<file path="src/rtl/bist_pkg.sv">
// Shared definitions for the BIST response analyzer: FSM states, default MISR
// constants and the compaction cycle counter width.
package bist_pkg;

  localparam int CYCLE_W = 16;

  localparam logic [7:0] DEF_POLY   = 8'h1D;
  localparam logic [7:0] DEF_SEED   = 8'h00;
  localparam logic [7:0] DEF_GOLDEN = 8'hA5;

  // DUMP is only entered when the signature dump option is built in.
  typedef enum logic [2:0] {
    IDLE,
    COMPACT,
    COMPARE,
    DUMP,
    DONE
  } state_t;

endpackage

</file>
<file path="src/rtl/misr_core.sv">
// Multiple-input signature register: e0/e1/e2 fold into bits 0..2 each shift,
// with POLY fed back whenever the MSB leaves the register.
module misr_core
  import bist_pkg::*;
#(
  parameter int           W    = 8,
  parameter logic [W-1:0] POLY = W'(DEF_POLY),
  parameter logic [W-1:0] SEED = W'(DEF_SEED)
) (
  input  logic         CLK,
  input  logic         RST,
  input  logic         load,
  input  logic         shift,
  input  logic [2:0]   data,
  output logic [W-1:0] sig
);

  logic [W-1:0] sig_next;

  // NOTE: every variable assigned in always_comb gets a value on every path, so no latch is inferred.
  always_comb begin
    sig_next = {sig[W-2:0], 1'b0} ^ (sig[W-1] ? POLY : '0) ^ {{(W-3){1'b0}}, data};
  end

  // NOTE: sequential state uses non-blocking assignments so every register samples pre-edge values.
  always_ff @(posedge CLK or negedge RST) begin
    if (!RST) begin
      sig <= SEED;
    end else if (load) begin
      sig <= SEED;
    end else if (shift) begin
      sig <= sig_next;
    end
  end

endmodule

</file>
<file path="src/rtl/bist_response_analyzer.sv">
// BIST response analyzer: sequences MISR compaction between start/finish pulses
// and latches a sticky pass/fail verdict. Define MISR_DUMP_EN to add a serial signature dump.
module bist_response_analyzer
  import bist_pkg::*;
#(
  parameter int                 W          = 8,
  parameter logic [W-1:0]       POLY       = W'(DEF_POLY),
  parameter logic [W-1:0]       SEED       = W'(DEF_SEED),
  parameter logic [W-1:0]       GOLDEN     = W'(DEF_GOLDEN),
  parameter logic [CYCLE_W-1:0] MAX_CYCLES = 16'hFFFF
) (
  input  logic               CLK,
  input  logic               RST,
  input  logic               start,
  input  logic               en,
  input  logic               finish,
  input  logic               e0,
  input  logic               e1,
  input  logic               e2,
  output logic               busy,
  output logic               done,
  output logic               pass_fail,
  output logic [W-1:0]       sig,
  output logic [CYCLE_W-1:0] cycles
`ifdef MISR_DUMP_EN
  ,
  output logic               dump_bit,
  output logic               dump_valid
`endif
);

  localparam logic [CYCLE_W-1:0] LAST_CYCLE = MAX_CYCLES - CYCLE_W'(1);

  state_t state;
  logic   ovf;
  logic   misr_load;
  logic   misr_shift;
  logic   hit_max;

`ifdef MISR_DUMP_EN
  localparam int            DC_W      = $clog2(W);
  localparam logic [DC_W-1:0] DUMP_LAST = DC_W'(W - 1);

  logic [W-1:0]    dump_sr;
  logic [DC_W-1:0] dump_cnt;

  assign dump_bit = dump_sr[W-1];
`endif

  // start restarts from every state except the single COMPARE cycle, and beats finish.
  always_comb begin
    misr_load  = start && (state != COMPARE);
    misr_shift = (state == COMPACT) && en && !start && (cycles != MAX_CYCLES);
    hit_max    = misr_shift && (cycles == LAST_CYCLE);
  end

  misr_core #(
    .W   (W),
    .POLY(POLY),
    .SEED(SEED)
  ) u_misr (
    .CLK  (CLK),
    .RST  (RST),
    .load (misr_load),
    .shift(misr_shift),
    .data ({e2, e1, e0}),
    .sig  (sig)
  );

  always_ff @(posedge CLK or negedge RST) begin
    if (!RST) begin
      state     <= IDLE;
      cycles    <= '0;
      busy      <= 1'b0;
      done      <= 1'b0;
      pass_fail <= 1'b0;
      ovf       <= 1'b0;
`ifdef MISR_DUMP_EN
      dump_sr    <= '0;
      dump_cnt   <= '0;
      dump_valid <= 1'b0;
`endif
    end else if (misr_load) begin
      state     <= COMPACT;
      cycles    <= '0;
      busy      <= 1'b1;
      done      <= 1'b0;
      pass_fail <= 1'b0;
      ovf       <= 1'b0;
`ifdef MISR_DUMP_EN
      dump_valid <= 1'b0;
`endif
    end else begin
      case (state)
        COMPACT: begin
          if (misr_shift) begin
            cycles <= cycles + CYCLE_W'(1);
          end
          if (hit_max) begin
            ovf <= 1'b1;
          end
          // The finish-cycle sample is compacted above before the verdict is taken.
          if (finish || hit_max) begin
            state <= COMPARE;
          end
        end
        COMPARE: begin
          pass_fail <= (sig == GOLDEN) && !ovf;
          busy      <= 1'b0;
`ifdef MISR_DUMP_EN
          dump_sr    <= sig;
          dump_cnt   <= '0;
          dump_valid <= 1'b1;
          state      <= DUMP;
`else
          done  <= 1'b1;
          state <= DONE;
`endif
        end
`ifdef MISR_DUMP_EN
        DUMP: begin
          dump_sr <= {dump_sr[W-2:0], 1'b0};
          if (dump_cnt == DUMP_LAST) begin
            dump_valid <= 1'b0;
            done       <= 1'b1;
            state      <= DONE;
          end else begin
            dump_cnt <= dump_cnt + DC_W'(1);
          end
        end
`endif
        IDLE, DONE: begin
          state <= state;
        end
        default: begin
          state <= IDLE;
        end
      endcase
    end
  end

endmodule

</file>
<file path="config.mk">
export PLATFORM = sky130hd
export DESIGN_NAME = bist_response_analyzer
export DESIGN_NICKNAME = d
export VERILOG_FILES = /design/src/rtl/bist_pkg.sv /design/src/rtl/misr_core.sv /design/src/rtl/bist_response_analyzer.sv
export SDC_FILE = /design/constraint.sdc
export NUM_CORES = 1
export LEC_CHECK = 0
export CAP_MARGIN = 20
export CORE_ASPECT_RATIO = 1.75
export CORE_UTILIZATION = 45
export CTS_CLUSTER_DIAMETER = 200
export CTS_CLUSTER_SIZE = 40
export DETAILED_ROUTE_END_ITERATION = 8
export PLACE_DENSITY = 0.75
export SLEW_MARGIN = 5
export SYNTH_ARGS = -nofsm -noshare
export SYNTH_HDL_FRONTEND = slang
export SYNTH_SLANG_ARGS = --single-unit
</file>
<file path="constraint.sdc">
create_clock -name CLK -period 1.85 [get_ports CLK]
set_input_delay 0.37 -clock CLK [delete_from_list [all_inputs] [get_ports CLK]]
set_output_delay 0.37 -clock CLK [all_outputs]
set_load 0.01 [all_outputs]
</file>
==> flow_results.xml <==
<?xml version="1.0" encoding="UTF-8"?>
<metrics>
  <group name="yosys">
    <metric name="yosys.area_share.simple" unit="%">20.83</metric>
    <metric name="ys.flop_type" unit="">dfrtp_1</metric>
    <metric name="synth_fa_ha_area_share" unit="%">1.537</metric>
    <metric name="synth_cells" unit="">161</metric>
    <metric name="synth.mux.area_fraction" unit="%">1.845</metric>
    <metric name="netlist_top_cells_count" unit="">31 x dfrtp_1, 14 x o21ai_0, 9 x nand2_1, 9 x o211ai_1, 9 x o31ai_1</metric>
    <metric name="synth_net_count" unit="">171</metric>
    <metric name="asyncSetResetFlopFracSynth" unit="%">100.0</metric>
    <metric name="yosys_warnings" unit="">0</metric>
    <metric name="synth_area_leader_cell" unit="">dfrtp_1</metric>
    <metric name="synthesis.area" unit="sq um">1628</metric>
    <metric name="yosys.cell_types.count" unit="">40</metric>
    <metric name="synth_top_area_cells" unit="">dfrtp_1 48%, o21ai_0 4.3%, o211ai_1 4.2%, o31ai_1 4.2%, or4_1 3.2%</metric>
    <metric name="yosysMostFrequentCell" unit="">dfrtp_1</metric>
    <metric name="synth_top_family_by_area" unit="">compound AO/OA/AOI/OAI gates</metric>
    <metric name="sequential_area_share_after_synthesis" unit="%">47.66</metric>
    <metric name="number_of_enable_flip_flop_cells_after_synthesis" unit="">0</metric>
    <metric name="netlist.area_leader.share" unit="%">47.66</metric>
    <metric name="synth_xor_area_share" unit="%">3.228</metric>
    <metric name="synth_area_in_compound_gates" unit="%">21.06</metric>
    <metric name="ffs_latches_synth" unit="">31</metric>
    <metric name="mean_cell_area_of_the_mapped_netlist" unit="sq um">10.11</metric>
  </group>
  <group name="finish">
    <metric name="final_cells" unit="">262</metric>
    <metric name="antenna_cells_inserted" unit="">0</metric>
    <metric name="final_net_count" unit="">226</metric>
    <metric name="syn_to_final_growth" unit="%">41.97</metric>
    <metric name="postLayoutCellArea" unit="sq um">2311</metric>
    <metric name="proportion_of_layout_cells_with_a_drive_suffix_above_1" unit="%">20.74</metric>
  </group>
  <group name="routing">
    <metric name="wirelength" unit="mm">4.291</metric>
    <metric name="route.top_layer_used" unit="">met4</metric>
    <metric name="first_pass_iters" unit="">4</metric>
    <metric name="wl_per_cell" unit="microns">16.38</metric>
    <metric name="wl_met1" unit="mm">1.599</metric>
    <metric name="met2WireLength" unit="mm">2.370</metric>
    <metric name="route.detailed.drc" unit="">0</metric>
    <metric name="vias" unit="">1552</metric>
    <metric name="dr_wl_met3" unit="microns">165</metric>
    <metric name="drt_iter0_markers" unit="">60</metric>
    <metric name="post_drt_via_cell_ratio" unit="">5.924</metric>
    <metric name="ant_nets" unit="">0</metric>
  </group>
  <group name="power_and_ir_drop">
    <metric name="total_switching_power" unit="mW">0.3612</metric>
    <metric name="sw_frac_of_total" unit="%">25.54</metric>
    <metric name="vdd_ir_drop_max" unit="mV">0.5318</metric>
    <metric name="p_seq_share" unit="%">50.8</metric>
    <metric name="power.share.combinational" unit="%">12.7</metric>
    <metric name="powerDensity" unit="nW/um^2">612.0</metric>
    <metric name="pwr-share-clk" unit="%">36.5</metric>
    <metric name="internal-power" unit="mW">1.053</metric>
    <metric name="total_leakage_power" unit="nW">0.8962</metric>
  </group>
  <group name="clocking">
    <metric name="clkLatencyLatePin" unit="ns">0.29</metric>
    <metric name="cts_tree" unit="">yes</metric>
    <metric name="root_buffer" unit="">clkbuf_8</metric>
    <metric name="clkSlewWorstSetupHoldPaths" unit="ns">0.07</metric>
    <metric name="htreeDepth" unit="">2</metric>
    <metric name="clkSinkCount" unit="">31</metric>
    <metric name="cts-buffers-inserted" unit="">5</metric>
    <metric name="clock_tree.buffer_depth" unit="">2</metric>
  </group>
  <group name="global_routing">
    <metric name="grt_pass1_wl" unit="mm">6.927</metric>
    <metric name="grt.overflow.total" unit="">0</metric>
    <metric name="grt_max_degree" unit="">32</metric>
    <metric name="initial_antenna_violation_count" unit="">0</metric>
    <metric name="first_global_vias" unit="">1491</metric>
    <metric name="grt_util_all_layers" unit="%">25.53</metric>
  </group>
  <group name="critical_path">
    <metric name="timing_worst_setup_path_type" unit="">reg2reg</metric>
    <metric name="required" unit="ns">2.03</metric>
    <metric name="worstPathCellList" unit="">nand4_1 &gt; nor4_2 &gt; buf_4 &gt; nor4_1 &gt; o21a_1</metric>
    <metric name="timing.critical_path.fanout_max" unit="">12</metric>
    <metric name="worst_setup_path_start_kind" unit="">register</metric>
    <metric name="worst_setup_path_end_kind" unit="">register</metric>
    <metric name="cpLargestDelayFamily" unit="">simple AND/OR/NAND/NOR gates</metric>
    <metric name="crit_slowest_cell" unit="">nor4_2</metric>
    <metric name="worst_path_max_stage_delay" unit="ns">0.48</metric>
    <metric name="path_buf_inv" unit="">1</metric>
    <metric name="worst_ep_arrival_time" unit="ns">1.98</metric>
  </group>
  <group name="placed_design">
    <metric name="portBuffers" unit="">34</metric>
    <metric name="place_congestion" unit="">0.9150</metric>
    <metric name="detail_placement_hpwl" unit="mm">3.088</metric>
    <metric name="postPlaceCellArea" unit="sq um">2162</metric>
    <metric name="post-place-cells" unit="">253</metric>
  </group>
  <group name="sta">
    <metric name="final.min_clock_period" unit="ns">1.798</metric>
    <metric name="tcrit_tclk_final" unit="%">97.20</metric>
    <metric name="timing.final.setup_violations" unit="">0</metric>
    <metric name="hold_slack" unit="ns">0.4812</metric>
    <metric name="worst_slew_pin_slew" unit="ns">0.4488</metric>
    <metric name="hold_violations" unit="">0</metric>
    <metric name="timing.final.max_slew_violations" unit="">0</metric>
    <metric name="timing.slew.headroom" unit="%">69.85</metric>
    <metric name="max_freq" unit="GHz">0.5561</metric>
    <metric name="totalNegativeSetupSlack" unit="ns">0</metric>
    <metric name="worst_clock_skew" unit="ns">0.005736</metric>
    <metric name="grt_setup_unrepaired" unit="">yes</metric>
  </group>
  <group name="die">
    <metric name="floorplan.rows" unit="">28</metric>
    <metric name="initial_core_utilization" unit="%">47.41</metric>
    <metric name="core_area" unit="sq um">3433</metric>
    <metric name="die_area" unit="sq um">3871</metric>
    <metric name="io_pins" unit="">35</metric>
    <metric name="die_width" unit="microns">47.47</metric>
    <metric name="die_h" unit="microns">81.56</metric>
  </group>
  <group name="min_path">
    <metric name="timing.hold.worst.class" unit="">in2async</metric>
  </group>
  <group name="run_status">
    <metric name="status" unit="">finished, final reports clean</metric>
  </group>
  <group name="job">
    <metric name="drv.max_cap_violation_count" unit="">0</metric>
  </group>
</metrics>
-- cell usage in the layout (no fill, tap or decap), drive strengths merged, types with 2 or more instances in the layout --
cell           count
ha                 2
nand2              9
xnor2              5
nor4               4
o211ai             9
nor3               2
mux2i              3
a211oi             2
nor2               3
o311ai             2
inv                6
nand3              5
o31ai              9
or4                7
o21a               3
nand4              8
clkbuf             6
and3               2
dfrtp             31
clkdlybuf4s50     33
a21oi              8
and4               2
o21ai             14
buf               23
-- logic make-up (layout without fill, tap and decap cells) --
logic type | Yosys count | after routing
xor gates and xnor gates | 6 | 6
and+or+nand+nor | 52 | 52
muxes | 3 | 3
DFF | 31 | 31
AOI/OAI and AO/OA | 52 | 52
adders and majority gates | 2 | 2
buffers and inverters | 15 | 71
-- repair_timing --
action	4_1_cts	5_1_grt
hold buffers	0	0
gates cloned	0	0
gates resized for setup	3	14
endpoints found under the setup margin	24	25
setup buffers	0	1
pin swaps	1	8
-- path summary, 6_finish.rpt --
kind,start,endpoint,slack (ns),cells after the start
max,cycles[11]$_DFFE_PN0P_,cycles[6]$_DFFE_PN0P_,0.05,5
min,RST,cycles[4]$_DFFE_PN0P_,0.48,2
max reg2reg,cycles[11]$_DFFE_PN0P_,cycles[6]$_DFFE_PN0P_,0.05,5
min reg2reg,state[0]$_DFFE_PN0P_,state[2]$_DFFE_PN0P_,0.49,1
max in group asynchronous,RST,state[2]$_DFFE_PN0P_,1.05,2
min in group CLK,state[0]$_DFFE_PN0P_,state[2]$_DFFE_PN0P_,0.49,1
-- sequential cells by signal (all words and copies together) (netlist names) --
name	cells
ovf	1
state	3
busy	1
done	1
cycles	16
u_misr.sig	8
pass_fail	1
-- metal layers --
layer / GRT usage, % / vias to the layer above
li1: - / 736
met1: 28.39 / 753
met2: 43.29 / 46
met3: 6.154 / 17
met4: 12.29 / 0
met5: 0 / -
-- per-stage QoR --
step | utilization (%) | total power, mW | worst slack, ns
after detailed placement | 62.97 | 0.9060 | -0.4842
after floorplan | - | 0.7989 | 0.07841
final | 67.31 | 1.414 | 0.05175
after CTS | 65.71 | 1.422 | 0.008228
after global routing | 67.31 | 1.472 | -0.05571
after global placement | 62.97 | 0.8981 | -0.4559
-- layout make-up --
cell class                      count  area (sq um)
Fill cell                         304          1122
Timing Repair Buffer               57         528.0
Inverter                            6         22.52
Clock inverter                      2         12.51
Tap cell                           45         56.30
Sequential cell                    31         778.2
Multi-Input combinational cell    115         840.8
Clock buffer                        6         72.57
-- power by group through the flow --
stage          registers (mW)  clock network, mW  logic [mW]
2_1_floorplan           0.736                  0      0.0633
3_3_place_gp            0.728                  0       0.170
3_5_place_dp            0.730                  0       0.176
4_1_cts                 0.718              0.528       0.176
5_1_grt                 0.720              0.555       0.196
6_report                0.718              0.516       0.180
Note: power is estimated with default switching activity, not from simulation.
